===== src/rtl/display_scan_if.sv =====
// Bus between the stopwatch counter chain / board pins and display_scan_mux.
// The counter side drives enable/digits/dp_mask; the display pins are returned.
interface display_scan_if #(
    parameter int unsigned NUM_DIGITS = 4,
    parameter int unsigned DIGIT_BITS = 4
);
    localparam int unsigned IDX_W = (NUM_DIGITS > 1) ? $clog2(NUM_DIGITS) : 1;

    logic                             enable;
    logic [NUM_DIGITS*DIGIT_BITS-1:0] digits;
    logic [NUM_DIGITS-1:0]            dp_mask;
    logic [NUM_DIGITS-1:0]            an;
    logic [6:0]                       seg;
    logic                             dp;
    logic [IDX_W-1:0]                 scan_index;
    logic                             frame_tick;

    modport master (
        output enable, digits, dp_mask,
        input  an, seg, dp, scan_index, frame_tick
    );

    modport slave (
        input  enable, digits, dp_mask,
        output an, seg, dp, scan_index, frame_tick
    );
endinterface


===== src/rtl/display_scan_mux.sv =====
// Time-multiplexed common-anode seven-segment driver with per-frame digit snapshot.
// Optional leading-zero blanking is enabled by defining DISPLAY_LZ_BLANK_EN.
module display_scan_mux #(
    parameter int unsigned NUM_DIGITS   = 4,
    parameter int unsigned DIGIT_BITS   = 4,
    parameter int unsigned REFRESH_DIV  = 100000,
    parameter int unsigned BLANK_CYCLES = 1000
) (
    input logic           clk,
    input logic           rst_n,
    display_scan_if.slave bus
);
    localparam int unsigned IDX_W = (NUM_DIGITS > 1) ? $clog2(NUM_DIGITS) : 1;
    localparam int unsigned PRE_W = (REFRESH_DIV > 1) ? $clog2(REFRESH_DIV) : 1;

    localparam logic [PRE_W-1:0]      PRE_LAST  = PRE_W'(REFRESH_DIV - 1);
    localparam logic [PRE_W-1:0]      PRE_BLANK = PRE_W'(BLANK_CYCLES);
    localparam logic [IDX_W-1:0]      IDX_LAST  = IDX_W'(NUM_DIGITS - 1);
    localparam logic [6:0]            SEG_OFF   = 7'b1111111;
    localparam logic [6:0]            SEG_DASH  = 7'b0111111;
    localparam logic [NUM_DIGITS-1:0] AN_OFF    = '1;

    // Active-low {g,f,e,d,c,b,a}; anything above 9 renders as a dash.
    function automatic logic [6:0] seg_decode(input logic [DIGIT_BITS-1:0] v);
        logic [6:0] s;
        s = SEG_DASH;
        case (32'(v))
            0: s = 7'b1000000;
            1: s = 7'b1111001;
            2: s = 7'b0100100;
            3: s = 7'b0110000;
            4: s = 7'b0011001;
            5: s = 7'b0010010;
            6: s = 7'b0000010;
            7: s = 7'b1111000;
            8: s = 7'b0000000;
            9: s = 7'b0010000;
            default: s = SEG_DASH;
        endcase
        return s;
    endfunction

    logic [PRE_W-1:0]      pre_q, pre_d;
    logic [IDX_W-1:0]      idx_q, idx_d;
    logic [DIGIT_BITS-1:0] snap_q [NUM_DIGITS];
    logic [DIGIT_BITS-1:0] snap_d [NUM_DIGITS];
    logic [NUM_DIGITS-1:0] dps_q, dps_d;
    logic                  load_pend_q, load_pend_d;
    logic [NUM_DIGITS-1:0] an_q, an_d;
    logic [6:0]            seg_q, seg_d;
    logic                  dp_q, dp_d;
    logic [IDX_W-1:0]      sidx_q, sidx_d;
    logic                  ftick_q, ftick_d;
    logic                  load_c;

`ifdef DISPLAY_LZ_BLANK_EN
    logic [NUM_DIGITS-1:0] lz_q, lz_d, lz_new_c;

    // Blank mask for the value about to be captured; digit 0 always shows.
    always_comb begin
        logic lead;
        lead     = 1'b1;
        lz_new_c = '0;
        for (int k = int'(NUM_DIGITS) - 1; k > 0; k--) begin
            if (lead && (bus.digits[k*DIGIT_BITS +: DIGIT_BITS] == '0) && !bus.dp_mask[k]) begin
                lz_new_c[k] = 1'b1;
            end else begin
                lead = 1'b0;
            end
        end
    end
`endif

    // Scan sequencing, snapshot capture and registered pin values.
    always_comb begin
        pre_d       = pre_q;
        idx_d       = idx_q;
        snap_d      = snap_q;
        dps_d       = dps_q;
        load_pend_d = load_pend_q;
        an_d        = AN_OFF;
        seg_d       = SEG_OFF;
        dp_d        = 1'b1;
        sidx_d      = '0;
        ftick_d     = 1'b0;
        load_c      = 1'b0;
`ifdef DISPLAY_LZ_BLANK_EN
        lz_d        = lz_q;
`endif

        if (!bus.enable) begin
            pre_d       = '0;
            idx_d       = '0;
            load_pend_d = 1'b1;
        end else begin
            sidx_d = idx_q;
            if (!load_pend_q && (pre_q >= PRE_BLANK)) begin
                an_d[idx_q] = 1'b0;
                seg_d       = seg_decode(snap_q[idx_q]);
`ifdef DISPLAY_LZ_BLANK_EN
                if (lz_q[idx_q]) begin
                    seg_d = SEG_OFF;
                end
`endif
                dp_d = ~dps_q[idx_q];
            end

            // A pending load behaves like the frame-wrap boundary so every frame is full length.
            if (load_pend_q) begin
                pre_d  = '0;
                idx_d  = '0;
                load_c = 1'b1;
            end else if (pre_q == PRE_LAST) begin
                pre_d = '0;
                if (idx_q == IDX_LAST) begin
                    idx_d  = '0;
                    load_c = 1'b1;
                end else begin
                    idx_d = idx_q + IDX_W'(1);
                end
            end else begin
                pre_d = pre_q + PRE_W'(1);
            end

            if (load_c) begin
                for (int k = 0; k < int'(NUM_DIGITS); k++) begin
                    snap_d[k] = bus.digits[k*DIGIT_BITS +: DIGIT_BITS];
                end
                dps_d       = bus.dp_mask;
                ftick_d     = 1'b1;
                load_pend_d = 1'b0;
`ifdef DISPLAY_LZ_BLANK_EN
                lz_d        = lz_new_c;
`endif
            end
        end
    end

    always_ff @(posedge clk or negedge rst_n) begin
        if (!rst_n) begin
            pre_q       <= '0;
            idx_q       <= '0;
            for (int k = 0; k < int'(NUM_DIGITS); k++) begin
                snap_q[k] <= '0;
            end
            dps_q       <= '0;
            load_pend_q <= 1'b1;
            an_q        <= AN_OFF;
            seg_q       <= SEG_OFF;
            dp_q        <= 1'b1;
            sidx_q      <= '0;
            ftick_q     <= 1'b0;
`ifdef DISPLAY_LZ_BLANK_EN
            lz_q        <= '0;
`endif
        end else begin
            pre_q       <= pre_d;
            idx_q       <= idx_d;
            snap_q      <= snap_d;
            dps_q       <= dps_d;
            load_pend_q <= load_pend_d;
            an_q        <= an_d;
            seg_q       <= seg_d;
            dp_q        <= dp_d;
            sidx_q      <= sidx_d;
            ftick_q     <= ftick_d;
`ifdef DISPLAY_LZ_BLANK_EN
            lz_q        <= lz_d;
`endif
        end
    end

    assign bus.an         = an_q;
    assign bus.seg        = seg_q;
    assign bus.dp         = dp_q;
    assign bus.scan_index = sidx_q;
    assign bus.frame_tick = ftick_q;

endmodule


===== src/flat_wrapper.sv =====
// flat-port wrapper written by rule: the top's interface ports become plain ports
module display_scan_mux_flat 
#(
    parameter int unsigned NUM_DIGITS   = 4,
    parameter int unsigned DIGIT_BITS   = 4,
    parameter int unsigned REFRESH_DIV  = 100000,
    parameter int unsigned BLANK_CYCLES = 1000
)
  (clk, rst_n, bus_enable, bus_digits, bus_dp_mask, bus_an, bus_seg, bus_dp, bus_scan_index, bus_frame_tick);
  display_scan_if #(.NUM_DIGITS(NUM_DIGITS), .DIGIT_BITS(DIGIT_BITS)) bus_i ();
  input logic clk;
  input logic rst_n;
  input wire logic [$bits(bus_i.enable)-1:0] bus_enable;
  input wire logic [$bits(bus_i.digits)-1:0] bus_digits;
  input wire logic [$bits(bus_i.dp_mask)-1:0] bus_dp_mask;
  output wire logic [$bits(bus_i.an)-1:0] bus_an;
  output wire logic [$bits(bus_i.seg)-1:0] bus_seg;
  output wire logic [$bits(bus_i.dp)-1:0] bus_dp;
  output wire logic [$bits(bus_i.scan_index)-1:0] bus_scan_index;
  output wire logic [$bits(bus_i.frame_tick)-1:0] bus_frame_tick;
  assign bus_i.enable = bus_enable;
  assign bus_i.digits = bus_digits;
  assign bus_i.dp_mask = bus_dp_mask;
  assign bus_an = bus_i.an;
  assign bus_seg = bus_i.seg;
  assign bus_dp = bus_i.dp;
  assign bus_scan_index = bus_i.scan_index;
  assign bus_frame_tick = bus_i.frame_tick;
  display_scan_mux #(.NUM_DIGITS(NUM_DIGITS), .DIGIT_BITS(DIGIT_BITS), .REFRESH_DIV(REFRESH_DIV), .BLANK_CYCLES(BLANK_CYCLES)) u_core (.clk(clk), .rst_n(rst_n), .bus(bus_i));
endmodule

===== config.mk =====
export PLATFORM = sky130hd
export DESIGN_NAME = display_scan_mux_flat
export DESIGN_NICKNAME = d
export VERILOG_FILES = /design/src/rtl/display_scan_if.sv /design/src/rtl/display_scan_mux.sv /design/src/flat_wrapper.sv
export SDC_FILE = /design/constraint.sdc
export NUM_CORES = 1
export LEC_CHECK = 0
export BUFFER_PORTS_ARGS = -buffer_cell sky130_fd_sc_hd__clkbuf_2
export CORE_UTILIZATION = 59
export CTS_BUF_LIST = sky130_fd_sc_hd__clkbuf_8
export DETAILED_ROUTE_END_ITERATION = 16
export PLACE_DENSITY_LB_ADDON = 0.3
export SYNTH_ARGS = -nofsm -noshare
export SYNTH_HDL_FRONTEND = slang
export SYNTH_SLANG_ARGS = --single-unit

===== constraint.sdc =====
create_clock -name clk -period 3.49 [get_ports clk]
set_input_delay 0.349 -clock clk [delete_from_list [all_inputs] [get_ports clk]]
set_output_delay 0.349 -clock clk [all_outputs]
set_load 0.02 [all_outputs]

Yosys cells after proc, flatten, opt, wreduce, memory -nomap -nowiden. Memories as Yosys holds them, arrays and structs flattened. Index checks and enable logic that the tools add are counted.

Register bits: 55. Memory bits (read-only): 112. Input bits: 23. Output and inout bits: 15. Logic and storage cells: 60. Memories: 1.

Add/subtract/negate cells: 2. Order comparisons: 4. Equality and inequality tests: 4. Muxes and demuxes: 29. Bitwise operators: 3. Reduce and logical (&&, ||, !) cells: 4.

Memory list: (name not given) (words 16, bits a word 7, rd ports 1, clocked after memory_dff 0, write ports 0, RTL line display_scan_mux.sv:27) `case (32'(v))`.

Operator list (count): 17-bit 2-to-1 mux (3); 17-bit by 1-bit adder with 17-bit output, second input constant (1); 17-bit == test, second input constant (1); 17-bit by 10-bit greater-or-equal comparator with 1-bit output, second input constant (1); 4-bit 2-to-1 mux (4); 7-bit 2-to-1 mux (2); 1-bit 2-to-1 mux (12); 2-bit 2-to-1 mux (5); 4-bit binary-select mux with 2-bit select (1); 4-bit NOT (1); 3-bit greater-or-equal comparator, second input constant (1); 2-bit by 3-bit < comparator with 1-bit output, second input constant (1); 3-bit by 1-bit inequality test with 1-bit output, second input constant (1); 2-bit NOT with 3-bit output (1); 2-bit by 1-bit adder with 2-bit output, second input constant (1); 1-bit binary-select mux with 2-bit select (1); 1-bit demux with 2-bit select (1); 2-bit == test, second input constant (1); 2-bit by 1-bit greater-or-equal comparator with 1-bit output, second input constant (1); 1-bit logical AND (2); 2-bit by 1-bit inequality test with 1-bit output, second input constant (1); 2-bit AND reduction (1); 1-bit zero test (1); 1-bit NOT (1).

Longest topological paths before layout. Gate-level depths: netlist (run 1).

Word-level depth: 7. Mapped depth: 7. Depth with buffers taken out: 6.

Least setup slack after synthesis (run 1). Ideal clock, no wire load.

Path kind: reg-to-reg. Start point: register u_core.pre_q[12]. End point: register u_core.snap_q[0] (netlist bit). Arrival time: 2.335 ns. Required time: 3.365 ns. Path slack: 1.031 ns. Cell stages (with the launch flop): 7. Path buffers: 2. Cells stage by stage: dfrtp_1 > or4_1 > or4_1 > buf_2 > o31ai_4 > buf_6 > mux2_2.

Cells in the longest elaborated chain, start to end: 5.

RTL lines: start: declaration (RTL line display_scan_mux.sv:43) `logic [PRE_W-1:0] pre_q, pre_d;`; start signal: assignment (RTL line display_scan_mux.sv:157) `pre_q <= pre_d;`; 17-bit == test (RTL line display_scan_mux.sv:113) `end else if (pre_q == PRE_LAST) begin`; 1-bit 2-to-1 mux (RTL line display_scan_mux.sv:113); 1-bit 2-to-1 mux (RTL line display_scan_mux.sv:109) `if (load_pend_q) begin`; 1-bit 2-to-1 mux (RTL line display_scan_mux.sv:91) `if (!bus.enable) begin`; 2-bit AND reduction (no source line); end signal: assignment (RTL line display_scan_mux.sv:159) `snap_q <= snap_d;`; end: declaration (RTL line display_scan_mux.sv:45) `logic [DIGIT_BITS-1:0] snap_q [NUM_DIGITS];`.

Every way passes these cells. The select of a mux whose other input is x is not followed. A chain may end at the register's enable or synchronous reset.

Worst setup path after layout (run 1).
Start point: register u_core.pre_q[12]. End point: register u_core.snap_q[5] (netlist bit).

Same word-level chain as after synthesis.

==> summary.txt, run 1 <==
status -> finished clean
Worst-Skew Late Latency -> 310 ps
Pwr Density -> 430 nW/µm²
# rows -> 23
crit path to -> u_core.snap_q[5]
NetSw -> 0.000280 W
Gate power share -> 10.8%
final period utilization -> 77.7%
Initial Util -> 63.0%
sequential share of the synthesized area -> 53.7%
post-cts resize count -> 0
clk sinks -> 55
Synth area leader -> dfrtp_1
worst rel slew slack -> 47.0%
Clk network pwr share -> 33.9%
DRT iter0 DRCs -> 106
Synth Net Count -> 254
first-pass GRT wire length -> 7.47 mm
Fin. Hold Viols -> 0
slew at the pin with the worst max-slew slack -> 796 ps
die height -> 68.3 µm
Core ar. -> 4120 µm²
internal power -> 0.000975 W
predominant post-synthesis flop cell -> dfrtp_1
post-route ant nets -> 0
H-tree Lvls -> 2
Post-synth EDFFs -> 0
Max IR drop VDD -> 0.315 mV
grt ovf -> 0
synth cell count leaders -> dfrtp_1, mux2_2, nor2_1, nand2_1, dfstp_2
hpwl dp -> 3.23 mm
layout cells sized above 1 -> 33.9%
Startpoint Class -> flip-flop
Num CTS Buffers -> 5
Die ar. -> 4660 µm²
reg2reg path depth -> 5
fin. max-slew vios -> 0
# setup viols final -> 0
Mean Syn Cell Area -> 11.8 µm²
required time of the critical path -> 3690 ps
Crit. Startpoint -> u_core.pre_q[12]
Nets -> 290
I/O Buffers -> 37
Synth area leaders -> dfrtp_1, dfstp_2, mux2_2
Setup Skew -> 7.66 ps
top-count cell post-synth -> dfrtp_1
crit end category -> flip-flop
Die Width -> 68.3 µm
DR vias/cell -> 5.48
Antenna Cells -> 0
Synth top area share -> 40.6%
setup bufs post-CTS -> 0
Crit Path Class -> reg -> reg
largest net degree at the start of global routing -> 33
Tot Pwr -> 0.00126 W
reg2reg start -> u_core.pre_q[12]
Boundary Pins -> 38
Max FO, Critical Path -> 21
Worst-path clk slew -> 90 ps
Final GP Congestion -> 0.841
hold buffers post-CTS -> 0
Fin Setup TNS -> 0 ps
iteration count of the initial detailed-routing pass -> 4
Max-Cap Viols -> 0
flop-to-flop setup slack -> 780 ps
Syn Std Cell Area -> 2590 µm²
CP arrival -> 2910 ps
YS warnings -> 0
Net Sw Frac -> 22.3%
# DRC -> 0
clk buf depth -> 2
CTS tree -> yes
Routed wire per std cell -> 14.3 µm
initial antenna violation count -> 0
sequential share of power -> 55.3%
Async S/R FF share, synth -> 100%
synthesized instance count -> 220
Seq cells post-synth -> 55
vias -> 1682
total track usage -> 22.3%
worst min path class -> in -> async
fmax -> 369 MHz
LEAKAGE -> 1.25 nW
Netlist cell types -> 35
vias in the first global route -> 1612
area grow syn2layout -> 12.6%
unrepaired setup endpoints after global routing -> false
RR Endpoint -> u_core.snap_q[5]
clock root buffer master -> clkbuf_8
post-route minimum period -> 2710 ps
drt total wl -> 4.38 mm
## how the worst min path moves through the flow
stage,start,end,depth (start not counted)
floorplan,rst_n,u_core.bus.frame_tick,0
global route,rst_n,u_core.idx_q[1],1
finish,rst_n,u_core.bus.scan_index[0],1
CTS,rst_n,u_core.pre_q[3],1
detailed placement,rst_n,u_core.idx_q[0],1
global placement,rst_n,u_core.idx_q[0],1
## cell type report
cell class,count,area [µm²]
clock buffer,6,82.6
clock inverter,2,35.0
fill,324,1200
inverter,11,41.3
multi-input combinational,144,1100
sequential,55,1390
tap,50,62.6
timing repair buffer,39,200
## power groups by stage
stage | combinational [W] | sequential, W | clock [W]
3_3_place_gp | 0.000132 | 0.000703 | 0
6_report | 0.000135 | 0.000695 | 0.000426
3_5_place_dp | 0.000137 | 0.000707 | 0
2_1_floorplan | 0.0000970 | 0.000699 | 0
5_1_grt | 0.000153 | 0.000700 | 0.000463
4_1_cts | 0.000137 | 0.000695 | 0.000434
## worst max-delay path: stages (launching register included)
cell and delay [ps]:
dfrtp_1 430, or4_1 570, or4_1 660, o31ai_4 270, buf_4 300, mux2_2 370
## through the flow
step	hold WS [ps]	instance area (µm²)	utilization, %	std cells	worst slack (ps)
2_1_floorplan	53.4	2590	-	220	1030
3_3_place_gp	359	2800	68.0	299	891
3_5_place_dp	361	2800	68.0	299	799
4_1_cts	29.9	2920	70.9	307	784
5_1_grt	55.1	2920	70.9	307	679
6_report	13.3	2920	70.9	307	777
## kinds of logic after synthesis
| kind of cell | synth area share [%] |
|---|---|
| xor+xnor | 4.06 |
| simple gates | 13.5 |
| fa+ha+maj | 5.31 |
| flops | 53.7 |
| mux | 13.0 |
| buf+inv | 3.72 |
| compound gates | 6.66 |
## metal layers
| metal | track usage [%] | up-vias | wire length [µm] |
|---|---|---|---|
| met5 | 0 | - | 0 |
| met4 | 10.4 | 0 | 93 |
| met3 | 4.33 | 9 | 169 |
| met2 | 34.2 | 44 | 2040 |
| met1 | 30.4 | 797 | 2080 |
| li1 | - | 832 | - |
## cell usage in the layout, fill, tap and decap left out, types with 2 or more instances in the layout
cell type,n
dfstp_2,13
clkbuf_2,37
or4_1,5
or3_1,2
nor2_1,17
ha_1,11
o21ai_0,11
nand4_1,4
nand3_1,5
xnor2_1,4
and4_1,3
clkbuf_8,6
xor2_1,8
dfrtp_1,42
inv_1,11
mux2_2,19
nor4_1,2
nand2b_1,5
nand2_1,16
o31ai_1,2
buf_4,2
a21oi_1,11
mux4_2,5
nor3_1,3
## flip-flops by register name, summed over array words and instances, names as in the netlist
signal	cells
u_core.pre_q	17
u_core.snap_q	16
u_core.bus.seg	7
u_core.bus.an	4
u_core.dps_q	4
u_core.bus.scan_index	2
u_core.idx_q	2
u_core.bus.dp	1
u_core.bus.frame_tick	1
u_core.load_pend_q	1
Power figures use the tool's default switching activity.
==> inputs of run 2 (changes only) <==
- CORE_UTILIZATION: 59 -> 53
- clock period: 3.49 -> 2.4 ns (I/O delays scaled with it)
==> run 2 against run 1 <==
  * The run now ends with negative setup slack left
  * First-iteration DRC count is 14% lower
  * Register-to-register slack lost 780 ps
  * Largest power group unchanged
  * Largest cell class unchanged
  * Non-clock buffer count grew 13
  * Via count up 4.5%
  * Setup slack worse by 780 ps
  * Wire length rose by 8.2%
  * Sequential share of layout area fell by 3.2 points
==> summary.txt, run 2 (same netlist as run 1, synthesis figures left out) <==
status -> finished, violations left
failing checks -> negative setup slack
flop-to-flop setup slack -> -2 ps
reg2reg path depth -> 6
Core ar. -> 4720 µm²
Max FO, Critical Path -> 5
Die ar. -> 5170 µm²
Crit Path Class -> reg -> reg
total track usage -> 18.9%
I/O Buffers -> 37
Worst-Skew Late Latency -> 290 ps
post-layout util -> 66.3%
final cell count without fillers -> 337
grt ovf -> 0
worst hold slack -> 154 ps
# DRC -> 0
DRT iter0 DRCs -> 91
most common cell after layout, fill and taps aside -> dfrtp_1
post-route ant nets -> 0
crit end category -> flip-flop
Met1 Routed Length -> 2.25 mm
CP arrival -> 2590 ps
hpwl dp -> 3.14 mm
Startpoint Class -> flip-flop
fin. max-slew vios -> 0
slew at the pin with the worst max-slew slack -> 612 ps
clk buf depth -> 2
Routed wire per std cell -> 14.1 µm
Final WS setup -> -1.53 ps
Tot Pwr -> 0.00173 W
Nets -> 303
vias in the first global route -> 1636
Worst-path clk slew -> 100 ps
Max IR drop VDD -> 0.404 mV
Final GP Congestion -> 0.814
max FFs per register -> 17
initial antenna violation count -> 0
iteration count of the initial detailed-routing pass -> 5
Pwr Density -> 553 nW/µm²
uppermost layer routed -> met4
H-tree Lvls -> 2
clock root buffer master -> clkbuf_8
# rows -> 25
worst rel slew slack -> 59.2%
reg2reg start -> u_core.pre_q[12]
worst min path class -> in -> reg
Fin. Hold Viols -> 0
required time of the critical path -> 2590 ps
largest net degree at the start of global routing -> 27
Biggest register -> u_core.pre_q
LEAKAGE -> 1.37 nW
layout cells sized above 1 -> 37.0%
fmax -> 416 MHz
drt total wl -> 4.74 mm
crit path to -> u_core.snap_q[1]
Setup Skew -> 11.3 ps
met2 routed WL -> 2.23 mm
Antenna Cells -> 0
area grow syn2layout -> 20.8%
die height -> 71.9 µm
Num CTS Buffers -> 5
DR vias/cell -> 5.21
post-route minimum period -> 2400 ps
Initial Util -> 54.9%
final period utilization -> 100%
most frequent cells in the layout -> dfrtp_1, clkbuf_2, nor2_1
met3 WL -> 203 µm
Die Width -> 71.9 µm
CTS tree -> yes
Max-Cap Viols -> 0
first-pass GRT wire length -> 7.56 mm
vias -> 1757
unrepaired setup endpoints after global routing -> true
RR Endpoint -> u_core.snap_q[1]
Crit. Startpoint -> u_core.pre_q[12]
# setup viols final -> 2
placed cells -> 324
clk sinks -> 55
Boundary Pins -> 38
## run 2: cell count changes in the layout (fill, tap and decap cells not counted), sizes merged
cell and delta:
clkinvlp +1, buf +10, clkbuf +1, dlygate4sd3 +1
inv +1, bufinv -1
## run 2: cell type report
type	count	area, µm²
Inverter	11	41.3
Fill cell	373	1590
Clock buffer	5	68.8
Multi-Input combinational cell	144	1160
Clock inverter	3	16.3
Sequential cell	55	1390
Timing Repair Buffer	52	368
Tap cell	67	83.8
## run 2: worst max-delay path, cell delays in order (launching register included)
cell       delay (ps)
dfrtp_1           410
or4_4             560
or4_4             520
o31ai_4           190
buf_6             170
clkbuf_16         150
mux2_1            310
## run 2: power breakdown
part | leakage [nW] | total [W] | internal, W | switching, W
Sequential | 0.677 | 0.00101 | 0.000981 | 0.0000294
Clock | 0.0453 | 0.000475 | 0.000200 | 0.000275
Combinational | 0.649 | 0.000244 | 0.000136 | 0.000108
Total | 1.37 | 0.00173 | 0.00132 | 0.000412
## run 2: layer usage
layer	vias up	global-route usage [%]
met5	-	0
met4	0	5.01
met3	8	3.75
met2	55	30.3
met1	841	26.8
li1	853	-
## run 2: worst min-delay path by stage
stage	from	to	slack, ps	depth (start not counted)
6_report	bus_enable	u_core.load_pend_q	150	2
5_1_grt	bus_enable	u_core.load_pend_q	140	2
4_1_cts	bus_enable	u_core.load_pend_q	150	2
3_5_place_dp	rst_n	u_core.pre_q[6]	280	1
3_3_place_gp	rst_n	u_core.pre_q[6]	270	1
2_1_floorplan	rst_n	u_core.bus.frame_tick	-60	0
## run 2: repair_timing
action,4_1_cts,5_1_grt
hold endpoints to repair,11,0
resized for setup,1,15
hold buffers,1,0
pin swaps,0,0
buffers inserted,0,1
setup endpoints to repair,7,20
cloned,0,3
## run 2: metrics by stage
step | area [µm²] | TNS [ps] | worst slack [ps]
2_1_floorplan | 2600 | 0 | 10.8
3_3_place_gp | 2910 | 0 | 75.2
3_5_place_dp | 2910 | 0 | 37.6
4_1_cts | 3000 | 0 | 24.5
5_1_grt | 3130 | -238 | -33.8
6_report | 3130 | -2.81 | -1.53
==> inputs of run 3 (changes only) <==
- ABC_AREA: default -> 1
- CORE_UTILIZATION: 53 -> 54
==> run 3 against run 2 <==
  * Utilization down 1.7 points
  * Clock skew fell by 5.5 ps
  * Sequential share of layout area is 0.29 points higher
  * Highest routed layer unchanged
  * Combinational power decreased by 2%
  * The run now ends clean
  * Critical endpoint is now u_core.bus.seg[6]
  * Total power rose by 3.1%
  * Via count up 26%
  * Area after synthesis is 6.8% higher
==> summary.txt, run 3 <==
top-count cell post-synth -> nand2_1
# setup viols final -> 0
Setup Skew -> 5.79 ps
Synth area leaders -> dfrtp_1, nand2_1, dfstp_2
synthesized instance count -> 343
clock root buffer master -> clkbuf_8
crit end category -> flip-flop
LEAKAGE -> 1.55 nW
slowest stage cell, crit path -> dfrtp_1
Fin. Hold Viols -> 0
area grow syn2layout -> 12.3%
Fin Setup TNS -> 0 ps
Worst-Skew Late Latency -> 310 ps
WP depth -> 10
hpwl dp -> 3.88 mm
synth cell count leaders -> nand2_1, nand3_1, dfrtp_1, nor2_1, inv_1
worst hold stages -> 3
I/O Buffers -> 37
Nets -> 416
most common cell after layout, fill and taps aside -> nand2_1
sequential share of the synthesized area -> 50.3%
most frequent cells in the layout -> nand2_1, nand3_1, nor2_1, dfrtp_1, clkbuf_2
layout cells sized above 1 -> 18.0%
Seq cells post-synth -> 55
clk buf depth -> 2
reg2reg path depth -> 10
max FFs per register -> 17
predominant post-synthesis flop cell -> dfrtp_1
largest net degree at the start of global routing -> 29
Post-synth EDFFs -> 0
post-cts resize count -> 0
Worst-path clk slew -> 100 ps
Tot Pwr -> 0.00178 W
post-route ant nets -> 0
clk sinks -> 55
CP cell instances -> inv_2 -> nand2_1 -> nand3_1 -> nand2_1 -> inv_1 -> ha_1 -> nor2_1 -> nor2_1 -> o21ai_1 -> nand2_1
Max-Cap Viols -> 0
post-route minimum period -> 1840 ps
CTS tree -> yes
Die ar. -> 5420 µm²
fmax -> 544 MHz
Final GP Congestion -> 0.928
DR vias/cell -> 4.93
Startpoint Class -> flip-flop
Worst path top cell family by delay -> flip-flops
Routed wire per std cell -> 11.9 µm
# rows -> 25
Antenna Cells -> 0
fill cell count -> 436
slowest stage delay, CP -> 630 ps
worst path bufs/invs -> 2
Max IR drop VDD -> 0.307 mV
Synth top area share -> 38.0%
final period utilization -> 76.6%
Async S/R FF share, synth -> 100%
H-tree Lvls -> 2
initial antenna violation count -> 0
Syn Std Cell Area -> 2770 µm²
flop-to-flop setup slack -> 560 ps
# DRC -> 0
first-pass GRT wire length -> 9.32 mm
Synth Net Count -> 377
Max FO, Critical Path -> 15
Synth area leader -> dfrtp_1
Core ar. -> 4820 µm²
Biggest register -> u_core.pre_q
YS warnings -> 0
slew at the pin with the worst max-slew slack -> 680 ps
fin. max-slew vios -> 0
vias -> 2220
Pwr Density -> 574 nW/µm²
grt ovf -> 0
required time of the critical path -> 2640 ps
Worst path most repeated cell -> nand2_1
total track usage -> 22.5%
worst min path class -> in -> reg
Initial Util -> 57.5%
CP arrival -> 2080 ps
DRT iter0 DRCs -> 136
unrepaired setup endpoints after global routing -> false
die height -> 73.6 µm
Netlist cell types -> 28
vias in the first global route -> 2076
drt total wl -> 5.38 mm
Die Width -> 73.6 µm
status -> finished clean
iteration count of the initial detailed-routing pass -> 4
Crit Path Class -> reg -> reg
worst rel slew slack -> 54.7%
Num CTS Buffers -> 5
Mean Syn Cell Area -> 8.07 µm²
Boundary Pins -> 38
[run 3: through the flow]
step	worst slack (ps)	area (µm²)	utilization [%]	std cells	hold WS (ps)
2_1_floorplan	908	2770	-	343	-55.6
3_3_place_gp	678	3000	62.4	441	307
3_5_place_dp	575	3000	62.4	441	308
4_1_cts	557	3110	64.5	450	116
5_1_grt	395	3110	64.5	450	118
6_report	562	3110	64.5	450	117
[run 3: logic make-up (layout without fill, tap and decap cells)]
kind of cell | count (synthesis) | count (layout) | share of synthesized area (%)
and+or+nand+nor | 220 | 220 | 33.6
AOI/OAI and AO/OA | 11 | 11 | 2.22
DFF | 55 | 55 | 50.3
adders and majority gates | 11 | 11 | 4.97
buffers and inverters | 38 | 78 | 6.37
xor gates and xnor gates | 8 | 8 | 2.53
[run 3: path summary, 6_finish.rpt]
kind,startpoint,to
min,bus_digits[1],u_core.snap_q[13]
min reg2reg,u_core.pre_q[0],u_core.pre_q[0]
max reg2reg,u_core.idx_q[0],u_core.bus.seg[6]
max in group asynchronous,rst_n,u_core.load_pend_q
min in group asynchronous,rst_n,u_core.pre_q[13]
max,u_core.idx_q[0],u_core.bus.seg[6]
[run 3: worst reg2reg max path, delay by kind of cell, from the launching register on]
kind	cells	cell delay (ps)
AND/OR/NAND/NOR	6	580
buffers and inverters	2	300
flip-flops	1	630
AO/OA/AOI/OAI	1	70
adder cells (fa/ha/maj)	1	200
[run 3: report_power, final]
group | internal [W] | total [W] | switching (W)
Combinational | 0.0000896 | 0.000240 | 0.000150
Clock | 0.000233 | 0.000529 | 0.000296
Sequential | 0.000977 | 0.00101 | 0.0000380
[run 3: what timing repair did]
| action | 4_1_cts | 5_1_grt |
|---|---|---|
| hold buffers | 1 | 0 |
| hold endpoints to repair | 15 | 0 |
| setup buffers | 0 | 0 |
[run 3: per-layer routing]
metal | global-route usage (%) | part of all wire, % | vias up
li1 | - | - | 1153
met1 | 33.2 | 51 | 1003
met2 | 33.2 | 42 | 56
met3 | 3.43 | 4.1 | 8
met4 | 9.40 | 2.1 | 0
met5 | 0 | 0 | -
[run 3: layout make-up]
class	instances	area (µm²)	area share (%)
clock inverters	2	12.5	0.402
flip-flops and latches	55	1390	44.8
repair buffers	41	230	7.40
clock buffers	6	82.6	2.66
well taps	67	83.8	2.70
inverters	29	109	3.50
multi-input cells	250	1200	38.6
